## config.mk

```make
export PLATFORM = sky130hd
export DESIGN_NAME = sd_spi_master_flat
export DESIGN_NICKNAME = d
export VERILOG_FILES = /design/src/rtl/sd_spi_pkg.sv /design/src/rtl/sd_spi_if.sv /design/src/rtl/sd_spi_clkgen.sv /design/src/rtl/sd_spi_master.sv /design/src/flat_wrapper.sv
export SDC_FILE = /design/constraint.sdc
export NUM_CORES = 1
export LEC_CHECK = 0
export BUFFER_PORTS_ARGS = -buffer_cell sky130_fd_sc_hd__buf_2
export CORE_UTILIZATION = 55
export CTS_CLUSTER_DIAMETER = 120
export CTS_CLUSTER_SIZE = 28
export DETAILED_ROUTE_END_ITERATION = 10
export PLACE_DENSITY = 0.77
export SLEW_MARGIN = 20
export SYNTH_ARGS = -nofsm -noshare
export SYNTH_HDL_FRONTEND = slang
export SYNTH_SLANG_ARGS = --single-unit
```

## constraint.sdc

```tcl
create_clock -name spi_clk_i -period 5.95 [get_ports spi_clk_i]
set_input_delay 0.8925 -clock spi_clk_i [delete_from_list [all_inputs] [get_ports spi_clk_i]]
set_output_delay 0.8925 -clock spi_clk_i [all_outputs]
set_load 0.1 [all_outputs]
```

## src/rtl/sd_spi_pkg.sv

```systemverilog
// Shared types and constants for the SD-card SPI master PHY.
package sd_spi_pkg;

    localparam int unsigned CMD_W_DEF      = 48;
    localparam int unsigned RSP_W_DEF      = 80;
    localparam int unsigned PWRUP_CLKS_DEF = 80;
    localparam int unsigned CNT_W          = 8;

    localparam logic [1:0] DivH1 = 2'b00;
    localparam logic [1:0] DivH2 = 2'b01;
    localparam logic [1:0] DivH4 = 2'b10;
    localparam logic [1:0] DivH8 = 2'b11;

    typedef enum logic [2:0] {
        StIdle,
        StPwrup,
        StTx,
        StRx,
        StDone
    } spi_state_e;

    // Terminal count of the half-period counter: H-1 where H = 2^div.
    function automatic logic [2:0] half_period_last(input logic [1:0] div);
        case (div)
            DivH1:   return 3'd0;
            DivH2:   return 3'd1;
            DivH4:   return 3'd3;
            DivH8:   return 3'd7;
            default: return 3'd7;
        endcase
    endfunction

endpackage

```

## src/rtl/sd_spi_if.sv

```systemverilog
// Controller-side request/response bundle of the SD SPI master PHY.
interface sd_spi_if
    import sd_spi_pkg::*;
#(
    parameter int unsigned CMD_W = CMD_W_DEF,
    parameter int unsigned RSP_W = RSP_W_DEF
) ();

    logic             spi_soft_rst_i;
    logic             spi_start_i;
    logic             spi_fbo_i;
    logic [1:0]       clock_divider_i;
    logic [CMD_W-1:0] instruction_sd_i;
    logic [RSP_W-1:0] spi_data_o;
    logic             spi_done_o;
    logic             spi_busy_o;

    modport master (
        input  spi_soft_rst_i,
        input  spi_start_i,
        input  spi_fbo_i,
        input  clock_divider_i,
        input  instruction_sd_i,
        output spi_data_o,
        output spi_done_o,
        output spi_busy_o
    );

    modport slave (
        output spi_soft_rst_i,
        output spi_start_i,
        output spi_fbo_i,
        output clock_divider_i,
        output instruction_sd_i,
        input  spi_data_o,
        input  spi_done_o,
        input  spi_busy_o
    );

endinterface

```

## src/rtl/sd_spi_clkgen.sv

```systemverilog
// SCK generator: half-period counter with one-cycle rise/fall strobes that
// coincide with the clk edge on which SCK changes.
module sd_spi_clkgen
    import sd_spi_pkg::*;
(
    input  logic       clk_i,
    input  logic       rst_ni,
    input  logic       en_i,
    input  logic       abort_i,
    input  logic [1:0] div_i,
    output logic       sck_o,
    output logic       rise_o,
    output logic       fall_o
);

    logic [2:0] cnt_q, cnt_d;
    logic       sck_q, sck_d;
    logic       last;
    logic       run;

    assign run  = en_i && !abort_i;
    assign last = (cnt_q == half_period_last(div_i));

    always_comb begin
        cnt_d = cnt_q;
        sck_d = sck_q;
        if (!run) begin
            cnt_d = 3'd0;
            sck_d = 1'b0;
        end else if (last) begin
            cnt_d = 3'd0;
            sck_d = !sck_q;
        end else begin
            cnt_d = cnt_q + 3'd1;
        end
    end

    always_ff @(posedge clk_i or negedge rst_ni) begin
        if (!rst_ni) begin
            cnt_q <= 3'd0;
            sck_q <= 1'b0;
        end else begin
            cnt_q <= cnt_d;
            sck_q <= sck_d;
        end
    end

    assign sck_o  = sck_q;
    assign rise_o = run && last && !sck_q;
    assign fall_o = run && last && sck_q;

endmodule

```

## src/rtl/sd_spi_master.sv

```systemverilog
// SD-card SPI master PHY: shifts out a command frame, captures a response window.
// Optional power-up dummy clocks are enabled with `define SD_SPI_POWERUP_CLKS_EN.
module sd_spi_master
    import sd_spi_pkg::*;
#(
    parameter int unsigned CMD_W = CMD_W_DEF,
    parameter int unsigned RSP_W = RSP_W_DEF
) (
    input  logic     spi_clk_i,
    input  logic     spi_rst_i,
    sd_spi_if.master ctrl_io,
    output logic     sd_sck_o,
    output logic     sd_cs_n_o,
    output logic     sd_mosi_o,
    input  logic     sd_miso_i
);

    spi_state_e       state_q, state_d;
    logic [CNT_W-1:0] bit_cnt_q, bit_cnt_d;
    logic [CMD_W-1:0] tx_sr_q, tx_sr_d;
    logic [RSP_W-1:0] rx_sr_q, rx_sr_d;
    logic [RSP_W-1:0] data_q, data_d;
    logic [1:0]       div_q, div_d;
    logic             mosi_q, mosi_d;
    logic             armed_q, armed_d;
    logic [CMD_W-1:0] cmd_rev;
    logic             accept, busy, need_pwrup;
    logic             sck_rise, sck_fall;

    always_comb begin
        for (int i = 0; i < CMD_W; i++) begin
            cmd_rev[i] = ctrl_io.instruction_sd_i[CMD_W-1-i];
        end
    end

    assign busy   = state_q inside {StPwrup, StTx, StRx};
    assign accept = (state_q == StIdle) && ctrl_io.spi_start_i && armed_q;

`ifdef SD_SPI_POWERUP_CLKS_EN
    logic pwrup_done_q;

    // Survives soft reset so the dummy clocks run once per hard reset.
    always_ff @(posedge spi_clk_i or negedge spi_rst_i) begin
        if (!spi_rst_i) begin
            pwrup_done_q <= 1'b0;
        end else if (state_q == StPwrup && state_d == StTx) begin
            pwrup_done_q <= 1'b1;
        end
    end

    assign need_pwrup = !pwrup_done_q;
`else
    assign need_pwrup = 1'b0;
`endif

    always_comb begin
        state_d   = state_q;
        bit_cnt_d = bit_cnt_q;
        tx_sr_d   = tx_sr_q;
        rx_sr_d   = rx_sr_q;
        data_d    = data_q;
        div_d     = div_q;
        mosi_d    = mosi_q;
        armed_d   = armed_q | !ctrl_io.spi_start_i;
        if (!ctrl_io.spi_soft_rst_i) begin
            state_d   = StIdle;
            bit_cnt_d = '0;
            mosi_d    = 1'b1;
            armed_d   = 1'b0;
        end else begin
            case (state_q)
                StIdle: begin
                    if (accept) begin
                        armed_d   = 1'b0;
                        div_d     = ctrl_io.clock_divider_i;
                        // Bit order is folded into the shift register once here.
                        tx_sr_d   = ctrl_io.spi_fbo_i ? ctrl_io.instruction_sd_i : cmd_rev;
                        bit_cnt_d = '0;
                        if (need_pwrup) begin
                            state_d = StPwrup;
                        end else begin
                            state_d = StTx;
                            mosi_d  = tx_sr_d[CMD_W-1];
                        end
                    end
                end
`ifdef SD_SPI_POWERUP_CLKS_EN
                StPwrup: begin
                    if (sck_fall) begin
                        if (bit_cnt_q == CNT_W'(PWRUP_CLKS_DEF - 1)) begin
                            state_d   = StTx;
                            bit_cnt_d = '0;
                            mosi_d    = tx_sr_q[CMD_W-1];
                        end else begin
                            bit_cnt_d = bit_cnt_q + CNT_W'(1);
                        end
                    end
                end
`endif
                StTx: begin
                    if (sck_fall) begin
                        if (bit_cnt_q == CNT_W'(CMD_W - 1)) begin
                            state_d   = StRx;
                            bit_cnt_d = '0;
                            mosi_d    = 1'b1;
                        end else begin
                            bit_cnt_d = bit_cnt_q + CNT_W'(1);
                            tx_sr_d   = tx_sr_q << 1;
                            mosi_d    = tx_sr_d[CMD_W-1];
                        end
                    end
                end
                StRx: begin
                    if (sck_rise) begin
                        rx_sr_d = {rx_sr_q[RSP_W-2:0], sd_miso_i};
                    end
                    if (sck_fall) begin
                        if (bit_cnt_q == CNT_W'(RSP_W - 1)) begin
                            state_d   = StDone;
                            bit_cnt_d = '0;
                            data_d    = rx_sr_q;
                        end else begin
                            bit_cnt_d = bit_cnt_q + CNT_W'(1);
                        end
                    end
                end
                StDone:  state_d = StIdle;
                default: state_d = StIdle;
            endcase
        end
    end

    always_ff @(posedge spi_clk_i or negedge spi_rst_i) begin
        if (!spi_rst_i) begin
            state_q   <= StIdle;
            bit_cnt_q <= '0;
            tx_sr_q   <= '0;
            rx_sr_q   <= '0;
            data_q    <= '0;
            div_q     <= DivH1;
            mosi_q    <= 1'b1;
            armed_q   <= 1'b1;
        end else begin
            state_q   <= state_d;
            bit_cnt_q <= bit_cnt_d;
            tx_sr_q   <= tx_sr_d;
            rx_sr_q   <= rx_sr_d;
            data_q    <= data_d;
            div_q     <= div_d;
            mosi_q    <= mosi_d;
            armed_q   <= armed_d;
        end
    end

    sd_spi_clkgen u_clkgen (
        .clk_i   (spi_clk_i),
        .rst_ni  (spi_rst_i),
        .en_i    (busy),
        .abort_i (!ctrl_io.spi_soft_rst_i),
        .div_i   (div_q),
        .sck_o   (sd_sck_o),
        .rise_o  (sck_rise),
        .fall_o  (sck_fall)
    );

    assign ctrl_io.spi_data_o = data_q;
    assign ctrl_io.spi_done_o = (state_q == StDone);
    assign ctrl_io.spi_busy_o = busy;
    assign sd_cs_n_o          = !(state_q inside {StTx, StRx});
    assign sd_mosi_o          = mosi_q;

endmodule

```

## src/flat_wrapper.sv

```systemverilog
// flat-port wrapper written by rule: the top's interface ports become plain ports
module sd_spi_master_flat import sd_spi_pkg::*;
#(
    parameter int unsigned CMD_W = CMD_W_DEF,
    parameter int unsigned RSP_W = RSP_W_DEF
)
  (spi_clk_i, spi_rst_i, sd_sck_o, sd_cs_n_o, sd_mosi_o, sd_miso_i, ctrl_io_spi_soft_rst_i, ctrl_io_spi_start_i, ctrl_io_spi_fbo_i, ctrl_io_clock_divider_i, ctrl_io_instruction_sd_i, ctrl_io_spi_data_o, ctrl_io_spi_done_o, ctrl_io_spi_busy_o);
  sd_spi_if #(.CMD_W(CMD_W), .RSP_W(RSP_W)) ctrl_io_i ();
  input  logic spi_clk_i;
  input  logic spi_rst_i;
  output logic sd_sck_o;
  output logic sd_cs_n_o;
  output logic sd_mosi_o;
  input  logic sd_miso_i;
  input wire logic [$bits(ctrl_io_i.spi_soft_rst_i)-1:0] ctrl_io_spi_soft_rst_i;
  input wire logic [$bits(ctrl_io_i.spi_start_i)-1:0] ctrl_io_spi_start_i;
  input wire logic [$bits(ctrl_io_i.spi_fbo_i)-1:0] ctrl_io_spi_fbo_i;
  input wire logic [$bits(ctrl_io_i.clock_divider_i)-1:0] ctrl_io_clock_divider_i;
  input wire logic [$bits(ctrl_io_i.instruction_sd_i)-1:0] ctrl_io_instruction_sd_i;
  output wire logic [$bits(ctrl_io_i.spi_data_o)-1:0] ctrl_io_spi_data_o;
  output wire logic [$bits(ctrl_io_i.spi_done_o)-1:0] ctrl_io_spi_done_o;
  output wire logic [$bits(ctrl_io_i.spi_busy_o)-1:0] ctrl_io_spi_busy_o;
  assign ctrl_io_i.spi_soft_rst_i = ctrl_io_spi_soft_rst_i;
  assign ctrl_io_i.spi_start_i = ctrl_io_spi_start_i;
  assign ctrl_io_i.spi_fbo_i = ctrl_io_spi_fbo_i;
  assign ctrl_io_i.clock_divider_i = ctrl_io_clock_divider_i;
  assign ctrl_io_i.instruction_sd_i = ctrl_io_instruction_sd_i;
  assign ctrl_io_spi_data_o = ctrl_io_i.spi_data_o;
  assign ctrl_io_spi_done_o = ctrl_io_i.spi_done_o;
  assign ctrl_io_spi_busy_o = ctrl_io_i.spi_busy_o;
  sd_spi_master #(.CMD_W(CMD_W), .RSP_W(RSP_W)) u_core (.spi_clk_i(spi_clk_i), .spi_rst_i(spi_rst_i), .ctrl_io(ctrl_io_i), .sd_sck_o(sd_sck_o), .sd_cs_n_o(sd_cs_n_o), .sd_mosi_o(sd_mosi_o), .sd_miso_i(sd_miso_i));
endmodule
```

# Word-level counts from Yosys, hierarchy flattened
# Index checks and enable logic that the tools add are counted.
dict set report totals {
  out_inout_bits 85
  ff_bits 226
  in_bits 56
  word_cells 87
}
dict set report classes {
  bitwise 1
  eq_ne 21
  n_reduce_logical 21
  mux 32
  addsub 2
}
# operator n
set op_table {}
lappend op_table {{two-way mux 47 bit} 3}
lappend op_table {{case mux 47 bit (2 select lines)} 1}
lappend op_table {{two-way mux 48 bit} 1}
lappend op_table {{two-way mux 8 bit} 6}
lappend op_table {{two-way mux 3 bit} 8}
lappend op_table {{case mux 8 bit (3 select lines)} 1}
lappend op_table {{case mux 3 bit (4 select lines)} 1}
lappend op_table {{AND reduction 5 bit} 2}
lappend op_table {{two-way mux 1 bit} 9}
lappend op_table {{!= test 3 x 2 -> 1 bit (second input constant)} 3}
lappend op_table {{case mux 3 bit (3 select lines)} 1}
lappend op_table {{AND reduction 3 bit} 3}
lappend op_table {{adder 8 x 1 -> 8 bit (second input constant)} 1}
lappend op_table {{equality test 8 x 6 -> 1 bit (second input constant)} 1}
lappend op_table {{equality test 8 x 7 -> 1 bit (second input constant)} 1}
lappend op_table {{AND reduction 4 bit} 2}
lappend op_table {{equality test 3 x 2 -> 1 bit (second input constant)} 2}
lappend op_table {{logical AND 1 bit} 6}
lappend op_table {{!= test 3 bit (second input constant)} 2}
lappend op_table {{equality test 2 bit (second input constant)} 2}
lappend op_table {{!= test 2 x 1 -> 1 bit (second input constant)} 2}
lappend op_table {{!= test 2 bit (second input constant)} 2}
lappend op_table {{!= test 4 x 1 -> 1 bit (second input constant)} 1}
lappend op_table {{nonzero test 2 bit} 2}
lappend op_table {{other kinds (12)} 14}

# Logic depth before layout (Yosys ltp)
dict set report depth {
  ltp_word 8
  mapped_depth 9
  depth_no_buf 6
}

# By module
# Synthesis repeated with hierarchy kept, for this count alone.
dict set report hier_totals {
  hier_cells 721
  area_unflattened_um2 10263.6
}
# module cells_per_inst seq_area_each_um2 area_each_um2 n_inst
set by_module_without_submodules {}
lappend by_module_without_submodules {sd_spi_master 698 5557.8 10005.8 1}
lappend by_module_without_submodules {sd_spi_clkgen 23 100.1 257.7 1}

# Least setup slack after synthesis
# OpenSTA, ideal clock, no wires.
dict set report synth_timing {
  path_type {register to output}
  startpoint {register u_core.state_q[0]}
  endpoint {output ctrl_io_spi_busy_o}
  t_arrival_ns 1.955
  n_path_buf 1
  slack_ns 3.103
  required_time_ns 5.058
  path_stages_with_launch 4
  path_cell_list {dfrtp_1 clkbuf_1 nor2_1 nor2_1}
}
dict set report synth_via {
  elab_chain_len 2
  word_cells_on_any_way 4
  cone_classes {eq/ne (3); reduce/logical (1)}
}
# element line
set synth_rtl {}
lappend synth_rtl {{start: declaration} sd_spi_master.sv:18} ;# spi_state_e state_q, state_d;
lappend synth_rtl {{start signal: assignment} sd_spi_master.sv:135} ;# state_q <= StIdle;
lappend synth_rtl {{start signal: assignment} sd_spi_master.sv:144} ;# state_q <= state_d;
lappend synth_rtl {{equality test 3 x 1 -> 1 bit or equality test 3 x 2 -> 1 bit (tied branches)} sd_spi_master.sv:36} ;# assign busy = state_q inside {StPwrup, StTx, StRx};
lappend synth_rtl {{nonzero test 3 bit *} sd_spi_master.sv:36}
lappend synth_rtl {{end: declaration} flat_wrapper.sv:22} ;# output wire logic [$bits(ctrl_io_i.spi_busy_o)-1:0] ctrl_io_spi_busy_o;
# Every way passes the cells marked *; elsewhere a longest branch is shown, timed or not.

# Final worst setup path
dict set report layout_timing {
  startpoint {register u_core.div_q[0]}
  endpoint {register u_core.data_q[74] (netlist: u_core.ctrl_io.spi_data_o[74])}
}
dict set report layout_via {
  elab_chain_len 6
  word_cells_on_any_way 9
  cone_classes {eq/ne (4); mux (1); reduce/logical (4)}
}
# element line
set layout_rtl {}
lappend layout_rtl {{start: declaration} sd_spi_master.sv:23} ;# logic [1:0] div_q, div_d;
lappend layout_rtl {{start signal: assignment} sd_spi_master.sv:140} ;# div_q <= DivH1;
lappend layout_rtl {{start signal: assignment} sd_spi_master.sv:149} ;# div_q <= div_d;
lappend layout_rtl {{equality test 2 bit (tied with other cells)} sd_spi_pkg.sv:24} ;# case (div)
lappend layout_rtl {{case mux 3 bit (4 select lines) *} sd_spi_pkg.sv:24}
lappend layout_rtl {{equality test 3 bit *} sd_spi_clkgen.sv:22} ;# assign last = (cnt_q == half_period_last(div_i));
lappend layout_rtl {{logical AND 1 bit * (2 in series)} sd_spi_clkgen.sv:50} ;# assign fall_o = run && last && sck_q;
lappend layout_rtl {{AND reduction 4 bit (no source line) *} n/a}
lappend layout_rtl {{end signal: assignment} sd_spi_master.sv:148} ;# data_q <= data_d;
lappend layout_rtl {{end: declaration} sd_spi_master.sv:22} ;# logic [RSP_W-1:0] data_q, data_d;
# Marked as above.
# A chain may end at the register's enable or synchronous reset.

==> flow_metrics.env <==
export IMPL_status="finished clean"
export IMPL_final_common_cell="dfrtp_1"
export IMPL_final_hold_viol_count=0
export IMPL_worstReg2RegStart="u_core.div_q[0]"
export IMPL_cts_reportedPaths_clkPinSlew_ns=0.11
export IMPL_critPathKind="reg -> reg"
export IMPL_clkSinkCount=226
export IMPL_cp_end_kind="register"
export IMPL_period_share=0.563
export IMPL_area_delta_synth_final_pct=10.8
export IMPL_cts_resized=0
export IMPL_worst_slew_pin_slew_ns=1.06
export IMPL_ys_ff_latch=226
export IMPL_tns_ns=0
export IMPL_p_per_area_nw_per_um2=255
export IMPL_hpwl_um=11400
export IMPL_cts_tree="built"
export IMPL_final_nets=896
export IMPL_synthCells=722
export IMPL_start_util=0.565
export IMPL_fp_dieArea_um2=19100
export IMPL_dr_pass1_iters=4
export IMPL_synth_edf_count=0
export IMPL_avgSynthCellArea_um2=14.1
export IMPL_async_flop_share=1.00
export IMPL_place_area_um2=10900
export IMPL_antenna_found_initial=1
export IMPL_core_area_um2=18000
export IMPL_final_cell_mix="dfrtp_1 (224), buf_2 (139), mux2_2 (128)"
export IMPL_post_route_util=0.626
export IMPL_port_buffers=140
export IMPL_yosysWarnings=0
export IMPL_critPathTopFamily="simple AND/OR/NAND/NOR gates"
export IMPL_clock_fmax_ghz=0.299
export IMPL_die_y_um=138
export IMPL_path_buf_inv=1
export IMPL_rows=49
export IMPL_min_period_ns=3.35
export IMPL_cts_buffers=12
export IMPL_seq_area_frac_synth=0.556
export IMPL_rr_worst_depth=6
export IMPL_design_area_um2=11300
export IMPL_cap_violations=0
export IMPL_reg2reg_slack_ns=2.60
export IMPL_finalWeightedCongestion=0.768
export IMPL_place_worst_setup_slack_ns=2.48
export IMPL_via_per_inst=5.41
export IMPL_grt_pass1_wl_um=29300
export IMPL_grt_pass1_vias=5808
export IMPL_via_count=5801
export IMPL_cts_root_buf="clkbuf_16"
export IMPL_postCtsSetupBuffers=0
export IMPL_syn_area_um2=10200
export IMPL_vdd_drop_max_v=0.000264
export IMPL_drt_wirelength_per_cell_um=15.9
export IMPL_h_tree_depth=1
export IMPL_arrival_ns=3.71
export IMPL_worstSetupStartpointType="register"
export IMPL_cp_cell_sequence="or2_4 -> a2111oi_4 -> o21ai_2 -> or4_4 -> buf_4 -> mux2_4"
export IMPL_grt_max_degree=119
export IMPL_fp_dieW_um=138
export IMPL_pin_count=141
export IMPL_drtIter0Drc=212
export IMPL_path_max_fanout=45
export IMPL_rsz0062_at_grt="no"
export IMPL_fin_worst_skew_ns=0.0452
export IMPL_synth_cell_types=48
export IMPL_slowest_delay_ns=0.90
export IMPL_relSlewSlack=0.292
export IMPL_rr_endpoint="u_core.ctrl_io.spi_data_o[74]"
export IMPL_globalRouteOverflowTotal=0
export IMPL_p_leak_uw=0.00599
export IMPL_slowest_stage="or4_4"
export IMPL_ys_flop_type="dfrtp_1"
export IMPL_hold_class="in -> async"
export IMPL_slew_violations=0
export IMPL_critPathRequiredTime_ns=6.31
export IMPL_grt_total_usage=0.184
export IMPL_synth_nets=780
export IMPL_wirelength_um=17000
export IMPL_clk_latency_ns=0.48
export IMPL_fin_ws_ns=2.60
export IMPL_setup_viol=0
export IMPL_drc_errors=0
export IMPL_hold_buffers=0
export IMPL_detail_route_antenna_nets=0
export IMPL_drive_gt1_frac=0.449
export IMPL_cts_buffer_depth=3
## cell usage after synthesis (7+ instances only)
cell | count | area (µm²)
dfrtp_1 | 224 | 5610
o21ai_0 | 49 | 245
buf_12 | 8 | 160
inv_1 | 7 | 26.3
mux2_4 | 80 | 1200
nor2_1 | 11 | 41.3
nand3_1 | 7 | 35.0
nand2_1 | 62 | 233
mux2_2 | 128 | 1440
clkbuf_1 | 17 | 63.8
mux2i_1 | 48 | 480
buf_2 | 10 | 50.1
## worst register-to-register path, cell delays in order (launching register included)
cell and delay (ns):
dfrtp_1 0.43, or2_4 0.27, a2111oi_4 0.46, o21ai_2 0.27, or4_4 0.90, buf_4 0.52, mux2_4 0.40
## layout make-up
type / count / area [µm²]
diodes: 1 / 2.50
clock buffers: 17 / 340
clock inverters: 1 / 30.0
fillers: 1388 / 6740
inverters: 7 / 26.3
multi-input cells: 445 / 4180
flip-flops and latches: 226 / 5660
well taps: 229 / 287
repair buffers: 146 / 756
## report_power, final
part           internal, µW  switching [µW]
Combinational           145             133
Clock                   413             480
Sequential             1650            60.2
Total                  2210             673
## sequential cells by signal (all words and copies together) (netlist names)
register / flops
u_core.state_q: 3
u_core.sd_mosi_o: 1
u_core.bit_cnt_q: 8
u_core.tx_sr_q: 47
u_core.ctrl_io.spi_data_o: 80
u_core.div_q: 2
u_core.armed_q: 1
u_core.u_clkgen.cnt_q: 3
u_core.u_clkgen.sck_o: 1
u_core.rx_sr_q: 80
## how the worst max path moves through the flow
stage	start	to	cells past startpoint	slack, ns
finish	u_core.div_q[0]	u_core.ctrl_io.spi_data_o[74]	6	2.60
global route	u_core.div_q[0]	u_core.ctrl_io.spi_data_o[74]	6	2.46
CTS	u_core.div_q[0]	u_core.ctrl_io.spi_data_o[74]	6	2.58
detailed placement	ctrl_io_spi_soft_rst_i	u_core.ctrl_io.spi_data_o[78]	6	2.48
global placement	ctrl_io_spi_soft_rst_i	u_core.ctrl_io.spi_data_o[3]	6	2.56
floorplan	u_core.state_q[0]	ctrl_io_spi_busy_o	3	3.10
## metal layers
metal / share of wire / global-route usage
met1: 0.46 / 0.259
met2: 0.47 / 0.301
met3: 0.049 / 0.0339
met4: 0.015 / 0.0359
met5: 0 / 0
## cells by family after synthesis
family,count (synthesis),synth area share
multiplexers,256,0.307
AO/OA/AOI/OAI,71,0.0435
XOR/XNOR,3,0.00258
flip-flops,226,0.556
adder cells (fa/ha/maj),2,0.00246
buffers and inverters,51,0.0354
AND/OR/NAND/NOR,113,0.0533
## stage by stage
step,hold WS (ns),power (µW),std cells
finish,0.454,2880,1072
global route,0.528,3010,1071
CTS,0.509,2920,1071
detailed placement,0.490,2020,1053
global placement,0.487,2010,1053
floorplan,0.463,1920,722
(Power assumes the default switching activity.)
